### src/rtl/csr_trap_unit.sv
// csr_trap_unit: commit-side machine-mode CSR file, trap entry and MRET.
//
// Holds mstatus/mtvec/mepc/mcause/mscratch plus read-only misa and mhartid.
// At commit it performs the CSR read-modify-write, takes a trap or executes
// MRET. A trap or MRET raises a redirect to fetch. The redirect is held with
// a stable target until fetch accepts it. While the redirect is pending, all
// committing inputs are ignored.
//
// Optional build macro: CSR_COUNTERS_EN adds the 64-bit mcycle/minstret
// counters at B00/B80 and B02/B82. Without it those addresses are unmapped
// and raise an illegal-instruction trap.
//
// Ports:
//   clk, rst           clock, synchronous active-high reset
//   wb_*               commit-stage instruction info (valid, pc, exception,
//                      mret, csr op/addr/wdata/src_zero)
//   priv_in            current privilege, captured into MPP on trap
//   csr_rdata          pre-write CSR value (combinational)
//   exception/mret_out single-cycle pulses in the commit cycle
//   mstatus            registered mstatus
//   redirect_valid/pc  redirect request to fetch; redirect_ready accepts it
//   flush              pipeline kill, equal to redirect_valid
module csr_trap_unit #(
  parameter int                    DATA_WIDTH  = 32,
  parameter logic [DATA_WIDTH-1:0] MTVEC_RESET = 32'h0000_0000,
  parameter logic [DATA_WIDTH-1:0] MISA_VALUE  = 32'h4000_1100
) (
  input  logic                  clk,
  input  logic                  rst,
  input  logic                  wb_valid,
  input  logic [DATA_WIDTH-1:0] wb_pc,
  input  logic                  wb_exc_valid,
  input  logic [DATA_WIDTH-1:0] wb_exc_cause,
  input  logic                  wb_is_mret,
  input  logic                  wb_is_csr,
  input  logic [2:0]            wb_csr_op,
  input  logic [11:0]           wb_csr_addr,
  input  logic [DATA_WIDTH-1:0] wb_csr_wdata,
  input  logic                  wb_csr_src_zero,
  input  logic [1:0]            priv_in,
  output logic [DATA_WIDTH-1:0] csr_rdata,
  output logic                  exception,
  output logic                  mret_out,
  output logic [DATA_WIDTH-1:0] mstatus,
  output logic                  redirect_valid,
  output logic [DATA_WIDTH-1:0] redirect_pc,
  input  logic                  redirect_ready,
  output logic                  flush
);

  localparam logic [0:0] S_IDLE  = 1'b0;
  localparam logic [0:0] S_REDIR = 1'b1;

  localparam logic [11:0] A_MSTATUS  = 12'h300;
  localparam logic [11:0] A_MISA     = 12'h301;
  localparam logic [11:0] A_MTVEC    = 12'h305;
  localparam logic [11:0] A_MSCRATCH = 12'h340;
  localparam logic [11:0] A_MEPC     = 12'h341;
  localparam logic [11:0] A_MCAUSE   = 12'h342;
  localparam logic [11:0] A_MHARTID  = 12'hF14;
`ifdef CSR_COUNTERS_EN
  localparam logic [11:0] A_MCYCLE    = 12'hB00;
  localparam logic [11:0] A_MINSTRET  = 12'hB02;
  localparam logic [11:0] A_MCYCLEH   = 12'hB80;
  localparam logic [11:0] A_MINSTRETH = 12'hB82;
`endif

  localparam logic [DATA_WIDTH-1:0] CAUSE_ILLEGAL = DATA_WIDTH'(2);
  localparam logic [DATA_WIDTH-1:0] ALIGN_MASK    = ~DATA_WIDTH'(3);

  logic [0:0]            state;
  logic                  mie, mpie;
  logic [1:0]            mpp;
  logic [DATA_WIDTH-1:0] mtvec, mepc, mcause, mscratch, redir_pc_q;
`ifdef CSR_COUNTERS_EN
  logic [DATA_WIDTH-1:0] mcycle_lo, mcycle_hi, minstret_lo, minstret_hi;
`endif

  logic                  commit, csr_mapped, csr_ro, wr_attempt, csr_illegal, csr_we;
  logic [DATA_WIDTH-1:0] csr_old, csr_new, trap_cause;
  logic                  unused_op2;

  // Immediate and register forms behave identically here; only op[1:0] matters.
  assign unused_op2 = wb_csr_op[2];

  always_comb begin
    mstatus        = '0;
    mstatus[3]     = mie;
    mstatus[7]     = mpie;
    mstatus[12:11] = mpp;
  end

  always_comb begin
    csr_mapped = 1'b1;
    csr_old    = '0;
    case (wb_csr_addr)
      A_MSTATUS:   csr_old = mstatus;
      A_MISA:      csr_old = MISA_VALUE;
      A_MTVEC:     csr_old = mtvec;
      A_MSCRATCH:  csr_old = mscratch;
      A_MEPC:      csr_old = mepc;
      A_MCAUSE:    csr_old = mcause;
      A_MHARTID:   csr_old = '0;
`ifdef CSR_COUNTERS_EN
      A_MCYCLE:    csr_old = mcycle_lo;
      A_MCYCLEH:   csr_old = mcycle_hi;
      A_MINSTRET:  csr_old = minstret_lo;
      A_MINSTRETH: csr_old = minstret_hi;
`endif
      default:     csr_mapped = 1'b0;
    endcase
  end

  // RW forms always write; set/clear forms write only with a nonzero source.
  assign wr_attempt = (wb_csr_op[1:0] == 2'b01) | ~wb_csr_src_zero;
  assign csr_ro     = (wb_csr_addr[11:10] == 2'b11);

  always_comb begin
    case (wb_csr_op[1:0])
      2'b01:   csr_new = wb_csr_wdata;
      2'b10:   csr_new = csr_old | wb_csr_wdata;
      2'b11:   csr_new = csr_old & ~wb_csr_wdata;
      default: csr_new = csr_old;
    endcase
  end

  assign commit      = wb_valid & (state == S_IDLE);
  assign csr_illegal = wb_is_csr & (~csr_mapped | (csr_ro & wr_attempt));
  assign exception   = commit & (wb_exc_valid | csr_illegal);
  assign mret_out    = commit & wb_is_mret & ~exception;
  assign csr_we      = commit & wb_is_csr & ~wb_is_mret & ~exception & wr_attempt;
  assign trap_cause  = csr_illegal ? CAUSE_ILLEGAL : wb_exc_cause;
  assign csr_rdata   = csr_old;

  assign redirect_valid = (state == S_REDIR);
  assign redirect_pc    = redir_pc_q;
  assign flush          = redirect_valid;

  always_ff @(posedge clk) begin
    if (rst) begin
      state      <= S_IDLE;
      mie        <= 1'b0;
      mpie       <= 1'b0;
      mpp        <= 2'b11;
      mtvec      <= MTVEC_RESET & ALIGN_MASK;
      mepc       <= '0;
      mcause     <= '0;
      mscratch   <= '0;
      redir_pc_q <= '0;
    end else begin
      if (exception) begin
        mepc       <= wb_pc & ALIGN_MASK;
        mcause     <= trap_cause;
        mpie       <= mie;
        mie        <= 1'b0;
        mpp        <= priv_in;
        redir_pc_q <= mtvec & ALIGN_MASK;
        state      <= S_REDIR;
      end else if (mret_out) begin
        mie        <= mpie;
        mpie       <= 1'b1;
        mpp        <= 2'b00;
        redir_pc_q <= mepc;
        state      <= S_REDIR;
      end else if (csr_we) begin
        case (wb_csr_addr)
          A_MSTATUS: begin
            mie  <= csr_new[3];
            mpie <= csr_new[7];
            // MPP holds only M or U; S/H encodings leave it unchanged.
            if (csr_new[12:11] == 2'b00 || csr_new[12:11] == 2'b11)
              mpp <= csr_new[12:11];
          end
          A_MTVEC:    mtvec    <= csr_new & ALIGN_MASK;
          A_MSCRATCH: mscratch <= csr_new;
          A_MEPC:     mepc     <= csr_new & ALIGN_MASK;
          A_MCAUSE:   mcause   <= csr_new;
          default: ;
        endcase
      end

      if (state == S_REDIR && redirect_ready)
        state <= S_IDLE;
    end
  end

`ifdef CSR_COUNTERS_EN
  logic instret_inc;
  assign instret_inc = commit & ~exception;

  // A written half takes the CSR value; an unwritten hi still absorbs the lo carry.
  always_ff @(posedge clk) begin
    if (rst) begin
      mcycle_lo   <= '0;
      mcycle_hi   <= '0;
      minstret_lo <= '0;
      minstret_hi <= '0;
    end else begin
      mcycle_lo <= (csr_we && wb_csr_addr == A_MCYCLE) ? csr_new : mcycle_lo + 1'b1;
      mcycle_hi <= (csr_we && wb_csr_addr == A_MCYCLEH) ? csr_new
                 : mcycle_hi + DATA_WIDTH'(&mcycle_lo);
      minstret_lo <= (csr_we && wb_csr_addr == A_MINSTRET) ? csr_new
                   : minstret_lo + DATA_WIDTH'(instret_inc);
      minstret_hi <= (csr_we && wb_csr_addr == A_MINSTRETH) ? csr_new
                   : minstret_hi + DATA_WIDTH'(instret_inc & (&minstret_lo));
    end
  end
`endif

endmodule

### config.mk
export PLATFORM = sky130hd
export DESIGN_NAME = csr_trap_unit
export DESIGN_NICKNAME = d
export VERILOG_FILES = /design/src/rtl/csr_trap_unit.sv
export SDC_FILE = /design/constraint.sdc
export NUM_CORES = 1
export LEC_CHECK = 0
export CORE_UTILIZATION = 45
export DETAILED_ROUTE_END_ITERATION = 10
export HOLD_SLACK_MARGIN = 0.1
export PLACE_DENSITY = 0.85
export SETUP_SLACK_MARGIN = 0.05
export SLEW_MARGIN = 20
export SYNTH_ARGS = -nofsm -noshare
export SYNTH_HDL_FRONTEND = slang
export SYNTH_SLANG_ARGS = --single-unit
### constraint.sdc
create_clock -name clk -period 5.2 [get_ports clk]
set_input_delay 0.52 -clock clk [delete_from_list [all_inputs] [get_ports clk]]
set_output_delay 0.52 -clock clk [all_outputs]
set_load 0.03 [all_outputs]
# ---- After elaboration in Yosys (flattened, before gate mapping)
# Index checks and enable logic that the tools add are counted.
dict set report totals {
  register_bits 159
  latchBits 0
  ramBits 0
  rom_bits 0
  in_bits 121
  output_inout_bits 100
  wordCells 94
  memories 0
}
dict set report classes {
  addsub 0
  multipliers 0
  div 0
  magnitude_cmp 0
  eq_ne 13
  shift 0
  n_mux 28
  bitwise_logic 22
  reduce_logical 22
}
# op n
set ops {}
lappend ops {{2-to-1 mux 32 bit} 11}
lappend ops {{case mux 32 bit (6 select lines)} 1}
lappend ops {{case mux 32 bit (3 select lines)} 1}
lappend ops {{equality test 12 x 10 -> 1 bit (second input constant)} 6}
lappend ops {{AND 32 bit} 1}
lappend ops {{inverter 32 bit} 1}
lappend ops {{OR 32 bit} 1}
lappend ops {{equality test 12 bit (second input constant)} 1}
lappend ops {{nonzero test 2 bit} 6}
lappend ops {{AND 1 bit} 10}
lappend ops {{2-to-1 mux 1 bit} 10}
lappend ops {{2-to-1 mux 2 bit} 5}
lappend ops {{AND reduction 3 bit} 3}
lappend ops {{nonzero test 3 bit} 3}
lappend ops {{equality test 2 bit (second input constant)} 4}
lappend ops {{AND reduction 4 bit} 2}
lappend ops {{OR reduction 7 bit} 1}
lappend ops {{inverter 1 bit} 6}
lappend ops {{AND reduction 2 bit} 2}
lappend ops {{OR reduction 2 bit} 2}
lappend ops {{OR 1 bit} 3}
lappend ops {{equality test 2 x 1 -> 1 bit (second input constant)} 1}
lappend ops {{zero test 2 bit} 1}
lappend ops {{!= test 2 bit (second input constant)} 1}
lappend ops {{2 further kinds} 2}

# ---- Depth between registers and ports, before layout
dict set report logic_depth {
  word_depth 14
  ltp_mapped 11
  ltp_nobuf 9
}

# ---- Worst setup path after synthesis
# Ideal clock, no wire load.
dict set report synth_path {
  path_kind {input to register}
  startpoint {in wb_csr_addr[7]}
  endpoint {reg mpp[0]}
  setup_ns 0.128
  arrival_time_ns 2.973
  required_ns 5.072
  slack_ns 2.099
  cell_stages 10
  n_path_buf 2
  path_cell_list {or4_1 > buf_2 > or4_1 > a32oi_2 > o21ai_2 > nand2_1 > inv_2 > clkbuf_1 > a221oi_1 > mux2i_1}
}
dict set report synth_between {
  elab_chain_len 13
  word_cells_on_any_way 34
  cone_classes {eq/ne (8); mux (8); bitwise (11); reduce/logical (7)}
}
# item line
set synth_lines {}
lappend synth_lines {{start: declaration} 37} ;# input logic [11:0] wb_csr_addr,
lappend synth_lines {{equality test 12 x 10 -> 1 bit or equality test 12 bit (tied branches)} 96} ;# case (wb_csr_addr)
lappend synth_lines {{OR reduction 7 bit (no source line) (*)} n/a}
lappend synth_lines {{2-to-1 mux 1 bit (*)} 96}
lappend synth_lines {{inverter 1 bit (*)} 128} ;# assign csr_illegal = wb_is_csr & (~csr_mapped | (csr_ro & wr_attempt));
lappend synth_lines {{OR 1 bit (*)} 128}
lappend synth_lines {{AND 1 bit (*)} 128}
lappend synth_lines {{OR 1 bit (*)} 129} ;# assign exception = commit & (wb_exc_valid | csr_illegal);
lappend synth_lines {{AND 1 bit (*)} 129}
lappend synth_lines {{via exception} 42} ;# output logic exception,
lappend synth_lines {{inverter 1 bit (no source line)} n/a}
lappend synth_lines {{AND 1 bit (2 in a row)} 131} ;# assign csr_we = commit & wb_is_csr & ~wb_is_mret & ~exception & wr_attempt;
lappend synth_lines {{nonzero test 3 bit (no source line)} n/a}
lappend synth_lines {{AND reduction 3 bit (no source line)} n/a}
lappend synth_lines {{end signal: assignment} 156} ;# mpp <= priv_in;
lappend synth_lines {{end signal: assignment} 172} ;# mpp <= csr_new[12:11];
lappend synth_lines {{end: declaration} 73} ;# logic [1:0] mpp;
# Mark *: on every way through the listed nets, which the timed path passes. The rest lies on a longest branch. The select of a mux whose other input is x is not followed.
# A chain may end at the register's enable or synchronous reset.

# ---- Worst setup path in the final report
dict set report layout_path {
  startpoint {in wb_csr_addr[7]}
  endpoint {out exception}
}
dict set report layout_between {
  elab_chain_len 8
  word_cells_on_any_way 14
  cone_classes {eq/ne (7); mux (1); bitwise (5); reduce/logical (1)}
}
# item line
set layout_lines {}
lappend layout_lines {{equality test 12 x 10 -> 1 bit or equality test 12 bit (tied branches)} 96}
lappend layout_lines {{OR reduction 7 bit (no source line) (*)} n/a}
lappend layout_lines {{2-to-1 mux 1 bit (*)} 96}
lappend layout_lines {{inverter 1 bit (*)} 128}
lappend layout_lines {{OR 1 bit (*)} 128}
lappend layout_lines {{AND 1 bit (*)} 128}
lappend layout_lines {{OR 1 bit (*)} 129}
lappend layout_lines {{AND 1 bit (*)} 129}
lappend layout_lines {{end: declaration} 42}
# Mark *: on every way between the ends. The rest lies on a longest branch, timed or not.

==> metrics <==
crit path kind=in2out; worst slack at placement=731 ps; # diodes=0; initial core utilization=0.462; Layout Skew=~9.4 ps; fraction of the yosys area taken by sequential cells=0.366; H-tree depth reported by CTS=4; pin count of the biggest net entering global routing=just under 80; initial antenna violation count=0; maximum frequency from static timing analysis=about 230 MHz; crit path setup slack, layout=about 900 ps; final wirelength=~29 mm; Worst Reg-to-Reg Cells=6; buffers plus inverters on the worst setup path=3; arrival time at the worst endpoint=3780 ps; final instance area=11100 sq um; type of the most critical hold path=reg2reg; clock buffer count from CTS=17; Mean Syn Cell Area=7.67 sq um; number of cells produced by synthesis=roughly 1100; Remaining DRCs=0; Total Nets Final=1387; buffer type at the clock tree root=sky130_fd_sc_hd__clkbuf_16; headroom to the max-slew limit=0.317; number of search-and-repair iterations in the first detailed-routing pass=5; Post-Route Hold Slack=453 ps; clock period minus worst slack=approximately 4300 ps; final period utilization=0.827; via count of the first global-routing pass=8341; Final Power=3.08 mW; Critical Path Max Stage Delay=730 ps; leakage component of the power=roughly 4.1 nW; overall die width=roughly 140 um; post-synthesis register bit count=159; maximum fanout encountered on the critical timing path=21; number of cells after detailed placement=1505; clk slew on worst S/H paths=approximately 60 ps; hold-fix buffers at CTS=0; number of buffers inserted to repair setup after CTS=0; capturing element type of the critical path=output port; count of final max-slew check failures=0; total vias in the final route=8943; number of gates resized after cts=0; most used flip-flop cell after synthesis=sky130_fd_sc_hd__dfxtp_1; Post-Layout Cell Count=1539; layout-stage area growth over the synthesis result=28.1%; worst slew pin tran=between 1000 and 1500 ps; Port Buf Inserts=between 150 and 200; outcome=finished, final reports clean; Max Buffers Root-to-Sink=2; via density per instance=roughly 5.8; overall die area=19900 sq um; ANT nets after route=0; share of flip-flops with an asynchronous set or reset=0; number of warning messages in the yosys log=0; cells traversed along the worst timing path=clkdlybuf4s50_1 > or4_1 > or4_1 > a32oi_2 > o21ai_4 > nand2_2 > inv_2 > clkdlybuf4s50_1; count of max-cap constraint violations=0; ratio of total power to cell area=276 nW/um^2; number of instances on the worst hold path=2; layout cells sized above 1=0.0813; number of distinct standard cells referenced by the synthesized netlist=64; worst vdd rail ir drop=around 0.22 mV; core area=18800 sq um; HPWL Detailed=about 18 mm; count of flip-flops with a built-in enable after synthesis=0; Largest delay share family, worst path=simple AND/OR/NAND/NOR gates; count of endpoints failing setup in the final report=0; number of rows in the core area=50; logic depth of the worst setup path including buffers=8; initial detailed-routing violation count=845; clk sink count=159; TritonCTS clock tree=done; summed instance area of the synthesized netlist=8700 sq um; clk_lat worst skew=420 ps; global-route congestion overflow total=0; die span in y=141 um; average detailed-routed wire length per instance=18.7 um; cell with the biggest individual delay on the critical path=sky130_fd_sc_hd__or4_1; setup tns final=0 ps; final core occ=0.592; total I/O pin count=~220; Hold Vio Cnt, Final=0; global-route wire length before repair=approximately 44 mm; CP required=4680 ps; global router's overall resource usage=0.286; placed standard-cell area=10500 sq um; weighted congestion reported at the end of routability-driven placement=0.908; setup repair after global routing missed its margin=no; Startpoint Class=primary input
==> cell families (layout without fill, tap and decap cells) <==
logic type / after synthesis / in the layout / share of synthesized area
XOR/XNOR: 26 / 26 / 0.0262
buffers and inverters: 137 / 253 / 0.0836
AO/OA/AOI/OAI: 253 / 253 / 0.222
other: 1 / 30 / 0.000431
multiplexers: 11 / 11 / 0.0129
flip-flops: 159 / 159 / 0.366
adder cells (fa/ha/maj): 1 / 1 / 0.00115
AND/OR/NAND/NOR: 546 / 546 / 0.288
==> registers in the layout, summed over array words and instances, names as in the netlist <==
name	cells
mcause	32
mpp	2
mpie	1
redirect_pc	30
mie	1
mepc	30
mtvec	30
mscratch	32
flush	1
==> worst register-to-register path: stages, from the launching register on <==
cell and delay (ps):
sky130_fd_sc_hd__dfxtp_1 360, sky130_fd_sc_hd__nor2b_4 400, sky130_fd_sc_hd__buf_4 400, sky130_fd_sc_hd__o21a_2 770
sky130_fd_sc_hd__o22ai_1 180, sky130_fd_sc_hd__a211oi_1 210, sky130_fd_sc_hd__a311oi_1 70
==> cell type report <==
cell class,instances,area [sq um]
Clock buffer,17,425
Timing Repair Buffer,209,2070
Inverter,12,45.0
Fill cell,1643,7680
Tap cell,260,325
Sequential cell,159,3180
Clock inverter,15,139
Multi-Input combinational cell,867,4960
==> cell usage in the layout (no fill, tap or decap), types with 11 or more instances in the layout <==
cell and instances:
sky130_fd_sc_hd__conb_1 30, sky130_fd_sc_hd__nand2_1 208, sky130_fd_sc_hd__dfxtp_1 159, sky130_fd_sc_hd__inv_1 11
sky130_fd_sc_hd__nand4_1 22, sky130_fd_sc_hd__clkbuf_16 17, sky130_fd_sc_hd__nor3b_1 29, sky130_fd_sc_hd__clkdlybuf4s50_1 183
sky130_fd_sc_hd__a211oi_1 84, sky130_fd_sc_hd__o21ai_0 30, sky130_fd_sc_hd__o211ai_2 20, sky130_fd_sc_hd__xnor2_1 26
sky130_fd_sc_hd__a21oi_1 11, sky130_fd_sc_hd__o21a_1 27, sky130_fd_sc_hd__nand3_1 51, sky130_fd_sc_hd__buf_4 19
sky130_fd_sc_hd__a22oi_1 23, sky130_fd_sc_hd__nor3_1 31, sky130_fd_sc_hd__nor2_1 158
==> cell usage after synthesis (20+ instances only) <==
| cell | count | area, sq um |
|---|---|---|
| sky130_fd_sc_hd__nand2_1 | 209 | 785 |
| sky130_fd_sc_hd__dfxtp_1 | 159 | 3180 |
| sky130_fd_sc_hd__nor2_1 | 158 | 593 |
| sky130_fd_sc_hd__a211oi_1 | 84 | 631 |
| sky130_fd_sc_hd__clkbuf_1 | 52 | 195 |
| sky130_fd_sc_hd__nand3_1 | 51 | 255 |
| sky130_fd_sc_hd__buf_4 | 36 | 270 |
| sky130_fd_sc_hd__nor3_1 | 32 | 160 |
| sky130_fd_sc_hd__o21ai_0 | 30 | 150 |
| sky130_fd_sc_hd__nor3b_1 | 29 | 218 |
| sky130_fd_sc_hd__o21a_1 | 29 | 218 |
| sky130_fd_sc_hd__buf_2 | 26 | 130 |
| sky130_fd_sc_hd__xnor2_1 | 26 | 228 |
| sky130_fd_sc_hd__a22oi_1 | 23 | 173 |
| sky130_fd_sc_hd__nand4_1 | 22 | 138 |
| sky130_fd_sc_hd__o211ai_2 | 20 | 250 |
==> report_power, final <==
group | switching (mW) | internal, mW | leakage (nW)
registers | 0.0341 | 1.27 | 1.30
clock network | 0.546 | 0.665 | 0.268
logic | 0.335 | 0.232 | 2.58
total | 0.916 | 2.17 | 4.14
==> metal layers <==
metal | up-vias | share of wire | track usage
li1 | 4230 | - | -
met1 | 4098 | 0.41 | 0.362
met2 | 523 | 0.47 | 0.468
met3 | 92 | 0.085 | 0.0510
met4 | 0 | 0.038 | 0.143
met5 | - | 0 | 0
==> path summary, 6_finish.rpt <==
kind	start	slack, ps	endpoint
worst max-delay path	wb_csr_addr[7]	900	exception
worst min-delay path	mscratch[22]	450	mscratch[22]
worst max register to register	flush	2640	mpie
worst min register to register	mscratch[22]	450	mscratch[22]
Note: power is estimated with default switching activity, not from simulation.
